--- src/rtl/fetch_pkg.sv ---
// Shared types and constants for the instruction fetch controller.
package fetch_pkg;

  localparam int OPCODE_W  = 8;
  localparam int OPERAND_W = 8;

  // Field positions inside the 16-bit ROM word.
  localparam int OPCODE_MSB  = 15;
  localparam int OPCODE_LSB  = 8;
  localparam int OPERAND_MSB = 7;
  localparam int OPERAND_LSB = 0;

  localparam logic [OPCODE_W-1:0] HALT_OP = 8'hFF;

  typedef enum logic [2:0] {
    IDLE,
    FETCH,
    LATCH,
    HOLD,
    REDIRECT,
    HALT
  } fetch_state_t;

  // True when the opcode stops fetching.
  function automatic logic is_halt(input logic [OPCODE_W-1:0] opcode);
    return opcode == HALT_OP;
  endfunction

endpackage

--- src/rtl/instr_reg.sv ---
// Instruction holding register: splits the ROM word into opcode and operand
// and keeps them until the next load.
module instr_reg
  import fetch_pkg::*;
#(
  parameter int INSTR_W = 16
) (
  input  logic                 clk,
  input  logic                 rst_n,
  input  logic                 load_i,
  input  logic [INSTR_W-1:0]   data_i,
  output logic [OPCODE_W-1:0]  opcode_o,
  output logic [OPERAND_W-1:0] operand_o
);

  logic [OPCODE_W-1:0]  opcode_q,  opcode_d;
  logic [OPERAND_W-1:0] operand_q, operand_d;

  // Select new contents when loading, otherwise hold.
  always_comb begin
    opcode_d  = opcode_q;
    operand_d = operand_q;
    if (load_i) begin
      opcode_d  = data_i[OPCODE_MSB:OPCODE_LSB];
      operand_d = data_i[OPERAND_MSB:OPERAND_LSB];
    end
  end

  // Register with asynchronous clear.
  always_ff @(posedge clk or negedge rst_n) begin
    // NOTE: sequential state uses <= so every flop samples pre-edge values.
    if (!rst_n) begin
      opcode_q  <= '0;
      operand_q <= '0;
    end else begin
      opcode_q  <= opcode_d;
      operand_q <= operand_d;
    end
  end

  assign opcode_o  = opcode_q;
  assign operand_o = operand_q;

endmodule

--- src/rtl/instruction_fetch.sv ---
// Fetch controller: sequences PC increment/load, captures the ROM word one
// cycle after the address is presented, and offers it to decode over
// valid/ready. Branch redirects from execute discard any in-flight fetch.
module instruction_fetch
  import fetch_pkg::*;
#(
  parameter int INSTR_W = 16,
  parameter int ADDR_W  = 8
) (
  input  logic                 Clk,
  input  logic                 Rst_n,
  input  logic                 run,
  input  logic [ADDR_W-1:0]    PC_address,
  input  logic [INSTR_W-1:0]   rom_data,
  output logic                 reg_inc,
  output logic                 reg_load,
  output logic [ADDR_W-1:0]    reg_input,
  input  logic                 jump_req,
  input  logic [ADDR_W-1:0]    jump_target,
  output logic                 instr_valid,
  input  logic                 instr_ready,
  output logic [OPCODE_W-1:0]  instr_opcode,
  output logic [OPERAND_W-1:0] instr_operand,
  output logic [ADDR_W-1:0]    instr_pc,
  output logic                 halted
);

  fetch_state_t      state_q, state_d;
  logic [ADDR_W-1:0] pc_q, pc_d;
  logic              jump_hit;
  logic              ir_load;

  // A redirect is honoured only while a fetch is in progress or held.
  always_comb begin
    jump_hit = jump_req && (state_q inside {FETCH, LATCH, HOLD});
  end

  // Next-state logic; a redirect always wins over the normal sequence.
  always_comb begin
    // NOTE: defaulting every output of a combinational block first keeps it
    // free of inferred latches.
    state_d = state_q;
    unique case (state_q)
      IDLE:     if (run) state_d = FETCH;
      FETCH:    state_d = jump_hit ? REDIRECT : LATCH;
      LATCH:    state_d = jump_hit ? REDIRECT : HOLD;
      HOLD: begin
        if (jump_hit) begin
          state_d = REDIRECT;
        end else if (instr_ready) begin
          state_d = is_halt(instr_opcode) ? HALT : FETCH;
        end
      end
      REDIRECT: state_d = FETCH;
      HALT:     if (!run) state_d = IDLE;
      default:  state_d = IDLE;
    endcase
  end

  // State register.
  always_ff @(posedge Clk or negedge Rst_n) begin
    if (!Rst_n) state_q <= IDLE;
    else        state_q <= state_d;
  end

  // PC control and handshake outputs, decoded from state and the redirect.
  always_comb begin
    reg_load    = jump_hit;
    reg_input   = jump_hit ? jump_target : '0;
    reg_inc     = (state_q == LATCH) && !jump_hit;
    ir_load     = (state_q == LATCH) && !jump_hit;
    instr_valid = (state_q == HOLD);
    halted      = (state_q == HALT);
  end

  // Remember the address the ROM is sampling; a redirected fetch is dropped.
  always_comb begin
    pc_d = pc_q;
    if ((state_q == FETCH) && !jump_hit) pc_d = PC_address;
  end

  // Fetch-address register.
  always_ff @(posedge Clk or negedge Rst_n) begin
    if (!Rst_n) pc_q <= '0;
    else        pc_q <= pc_d;
  end

  assign instr_pc = pc_q;

  instr_reg #(
    .INSTR_W (INSTR_W)
  ) u_instr_reg (
    .clk       (Clk),
    .rst_n     (Rst_n),
    .load_i    (ir_load),
    .data_i    (rom_data),
    .opcode_o  (instr_opcode),
    .operand_o (instr_operand)
  );

endmodule
--- config.mk ---
export PLATFORM = sky130hd
export DESIGN_NAME = instruction_fetch
export DESIGN_NICKNAME = d
export VERILOG_FILES = /design/src/rtl/fetch_pkg.sv /design/src/rtl/instr_reg.sv /design/src/rtl/instruction_fetch.sv
export SDC_FILE = /design/constraint.sdc
export NUM_CORES = 1
export LEC_CHECK = 0
export CAP_MARGIN = 20
export CORE_MARGIN = 4
export CORE_UTILIZATION = 36
export CTS_BUF_LIST = sky130_fd_sc_hd__clkbuf_4 sky130_fd_sc_hd__clkbuf_8 sky130_fd_sc_hd__clkbuf_16
export DETAILED_ROUTE_END_ITERATION = 10
export PLACE_DENSITY = 0.8
export SYNTH_ARGS = -nofsm -noshare
export SYNTH_HDL_FRONTEND = slang
export SYNTH_SLANG_ARGS = --single-unit
export TNS_END_PERCENT = 100
--- constraint.sdc ---
create_clock -name Clk -period 1.9 [get_ports Clk]
set_input_delay 0.19 -clock Clk [delete_from_list [all_inputs] [get_ports Clk]]
set_output_delay 0.19 -clock Clk [all_outputs]
set_load 0.03 [all_outputs]
==> results.json <==
{
  "outcome": "finished, final reports clean",
  "drt-pass1-iter-count": 3,
  "first_global_vias": 1005,
  "die-area_sq_um": 4301,
  "worst_pin_slew_ps": 339.6,
  "crit_fanout": 17,
  "critPathKind": "flop to output port",
  "dp_hpwl_microns": 2437,
  "crit_path_start_kind": "flop",
  "synth-edff-count": 0,
  "diodes": 0,
  "ant_nets": 0,
  "ir_drop_uv": 919.9,
  "synthFlopType": "dfrtp_1",
  "ys_seq_elements": 27,
  "layout-drive-gt1-share_pct": 31.25,
  "area_delta_synth_final_pct": 66.67,
  "insertion_delay_ps": 310,
  "cp.required_ps": 1710,
  "fmax_mhz": 561.3,
  "nNetsFinal": 198,
  "finalCriticalPeriod_ps": 1782,
  "grt_usage_pct": 14.15,
  "mappedNetlistArea_sq_um": 1194,
  "finalCritPeriodShare_pct": 93.77,
  "wirelength_microns": 2961,
  "drc_errors": 0,
  "worst-r2r-setup-slack_ps": 350,
  "yosys_warnings": 0,
  "drt_iter0_drc": 24,
  "dp_slack_ps": 136.7,
  "clkSlewWorstSetupHoldPaths_ps": 150,
  "ys_types": 21,
  "ys_seq_area_share_pct": 56.60,
  "finalHoldViolations": 0,
  "wire_per_inst_microns": 14.51,
  "avgSynthCellArea_sq_um": 14.21,
  "reg2reg_from": "state_q[2]$_DFFE_PN0P_",
  "cts_root_buf": "clkbuf_4",
  "avgViaCountPerCell": 4.598,
  "drv_cap": 0,
  "reg2reg_to": "u_instr_reg.opcode_o[0]$_DFFE_PN0N_",
  "core_region_area_sq_um": 3103,
  "leakagePower_nw": 0.8363,
  "die_w_microns": 65.58,
  "htreeDepth": 1,
  "pin_count": 73,
  "p_per_area_nw_per_um2": 1668,
  "report.final.slew_viol_count": 0,
  "initial_core_util_pct": 38.47,
  "cts_tree": "done",
  "min_path_type": "input pin to asynchronous set/reset pin",
  "dieHeight_microns": 65.58,
  "cts.path.max_buffers": 2,
  "fin_setup_tns_ps": 0,
  "rsz0062_at_grt": "no",
  "grt_max_degree": 28,
  "io_buffers": 72,
  "cts_buffers": 3,
  "synth_fp_nets": 121,
  "setup_ws_ps": 118.4,
  "grt_remaining_overflow": 0,
  "cts.sinks": 27,
  "maxSlewHeadroom_pct": 77.45,
  "gp_congestion": 0.6964,
  "async_reset_ff_share_pct": 100.0,
  "dr_total_vias": 938,
  "setup_viol": 0,
  "antenna_found_initial": 0,
  "synthesis.instances": 84,
  "row_count": 20,
  "fin_skew_ps": 12.47,
  "critPathCaptureType": "output port",
  "cp.arrival_ps": 1590,
  "grt_pass1_wl_microns": 4754,
  "reg2reg_depth": 4,
  "holdBufCountCts": 0
}
## synthesized netlist by cell type, drive strengths merged, types with 2 or more instances
| library cell | count | share of area, % |
|---|---|---|
| a31oi | 2 | 1.0 |
| nand4 | 2 | 1.0 |
| mux2 | 25 | 25 |
| nor4 | 2 | 2.3 |
| nor2 | 4 | 1.3 |
| and2 | 9 | 4.7 |
| buf | 4 | 2.9 |
| dfrtp | 27 | 57 |
## worst max-delay path by stage
stage                                      start                                   end  slack, ps  depth (start not counted)
final                     state_q[2]$_DFFE_PN0P_                               reg_inc        120                          4
after global routing      state_q[1]$_DFFE_PN0P_                          reg_input[2]         10                          4
after CTS                 state_q[0]$_DFFE_PN0P_                          reg_input[1]         30                          4
after detailed placement                jump_req                          reg_input[1]        140                          4
after global placement                  jump_req  u_instr_reg.operand_o[5]$_DFFE_PN0N_        180                          5
after floorplan           state_q[1]$_DFFE_PN0P_                          reg_input[0]        150                          4
## placed cells by master, fill, tap and decap left out, types with 2 or more instances in the layout
master and instances:
clkdlybuf4s50_1 60, and2_1 9, dfrtp_1 24, buf_4 13, clkbuf_4 3, mux2_2 22
dfrtp_2 3, a31oi_1 2, nor2_1 4, nand4_1 2, dlygate4sd2_1 2, mux2_4 3
## through the flow
stage | cells | instance area [sq um] | hold WS, ps | utilization [%] | power [mW]
floorplan | 84 | 1194 | -105.6 | - | 2.260
global placement | 199 | 1944 | 491.1 | 62.66 | 3.042
detailed placement | 199 | 1944 | 495.3 | 62.66 | 3.092
CTS | 203 | 1974 | 231.6 | 63.63 | 3.329
global route | 204 | 1989 | 232.6 | 64.11 | 3.510
finish | 204 | 1989 | 227.4 | 64.11 | 3.319
## sequential cells by signal, summed over array words and instances, names as in the netlist
name                   cells
u_instr_reg.opcode_o       8
state_q                    3
u_instr_reg.operand_o      8
instr_pc                   8
## power by group
group	switching, mW	internal [mW]	total (mW)
sequential	0.237	0.869	1.11
clock	0.160	0.0801	0.240
combinational	1.01	0.959	1.97
## routing by layer
layer	vias up	share of wire [%]	global-route usage, %	wire length (microns)
li1	450	-	-	-
met1	448	38	15.85	1138
met2	38	52	26.04	1550
met3	2	8.0	3.077	238
met4	0	1.1	5.181	34
met5	-	0	0	0
## cell type report
class	instances	area [sq um]
Sequential cell	27	679.4
Timing Repair Buffer	76	735.7
Clock inverter	1	7.507
Multi-Input combinational cell	52	485.5
Clock buffer	3	22.52
Inverter	1	3.754
Fill cell	276	1114
Tap cell	44	55.05
## worst max-delay path, cell delays in order (launching register included)
cell	delay (ps)
dfrtp_2	510
nor2_1	190
and3_1	230
buf_12	170
buf_4	170
## kinds of logic (layout without fill, tap and decap cells)
kind of cell               after synthesis  after routing  synth area share (%)
DFF                                     27             27                 56.60
muxes                                   25             25                 24.53
and+or+nand+nor                         22             22                 12.47
buffers and inverters                    5             81                 3.249
AOI/OAI and AO/OA                        4              4                 2.306
adders and majority gates                1              1                0.8386
## timing repair
item	4_1_cts	5_1_grt
setup buffers	0	1
pin swaps	0	1
resized for setup	4	2
setup endpoints to repair	10	9
No activity file was read; power rests on OpenSTA's default activity.
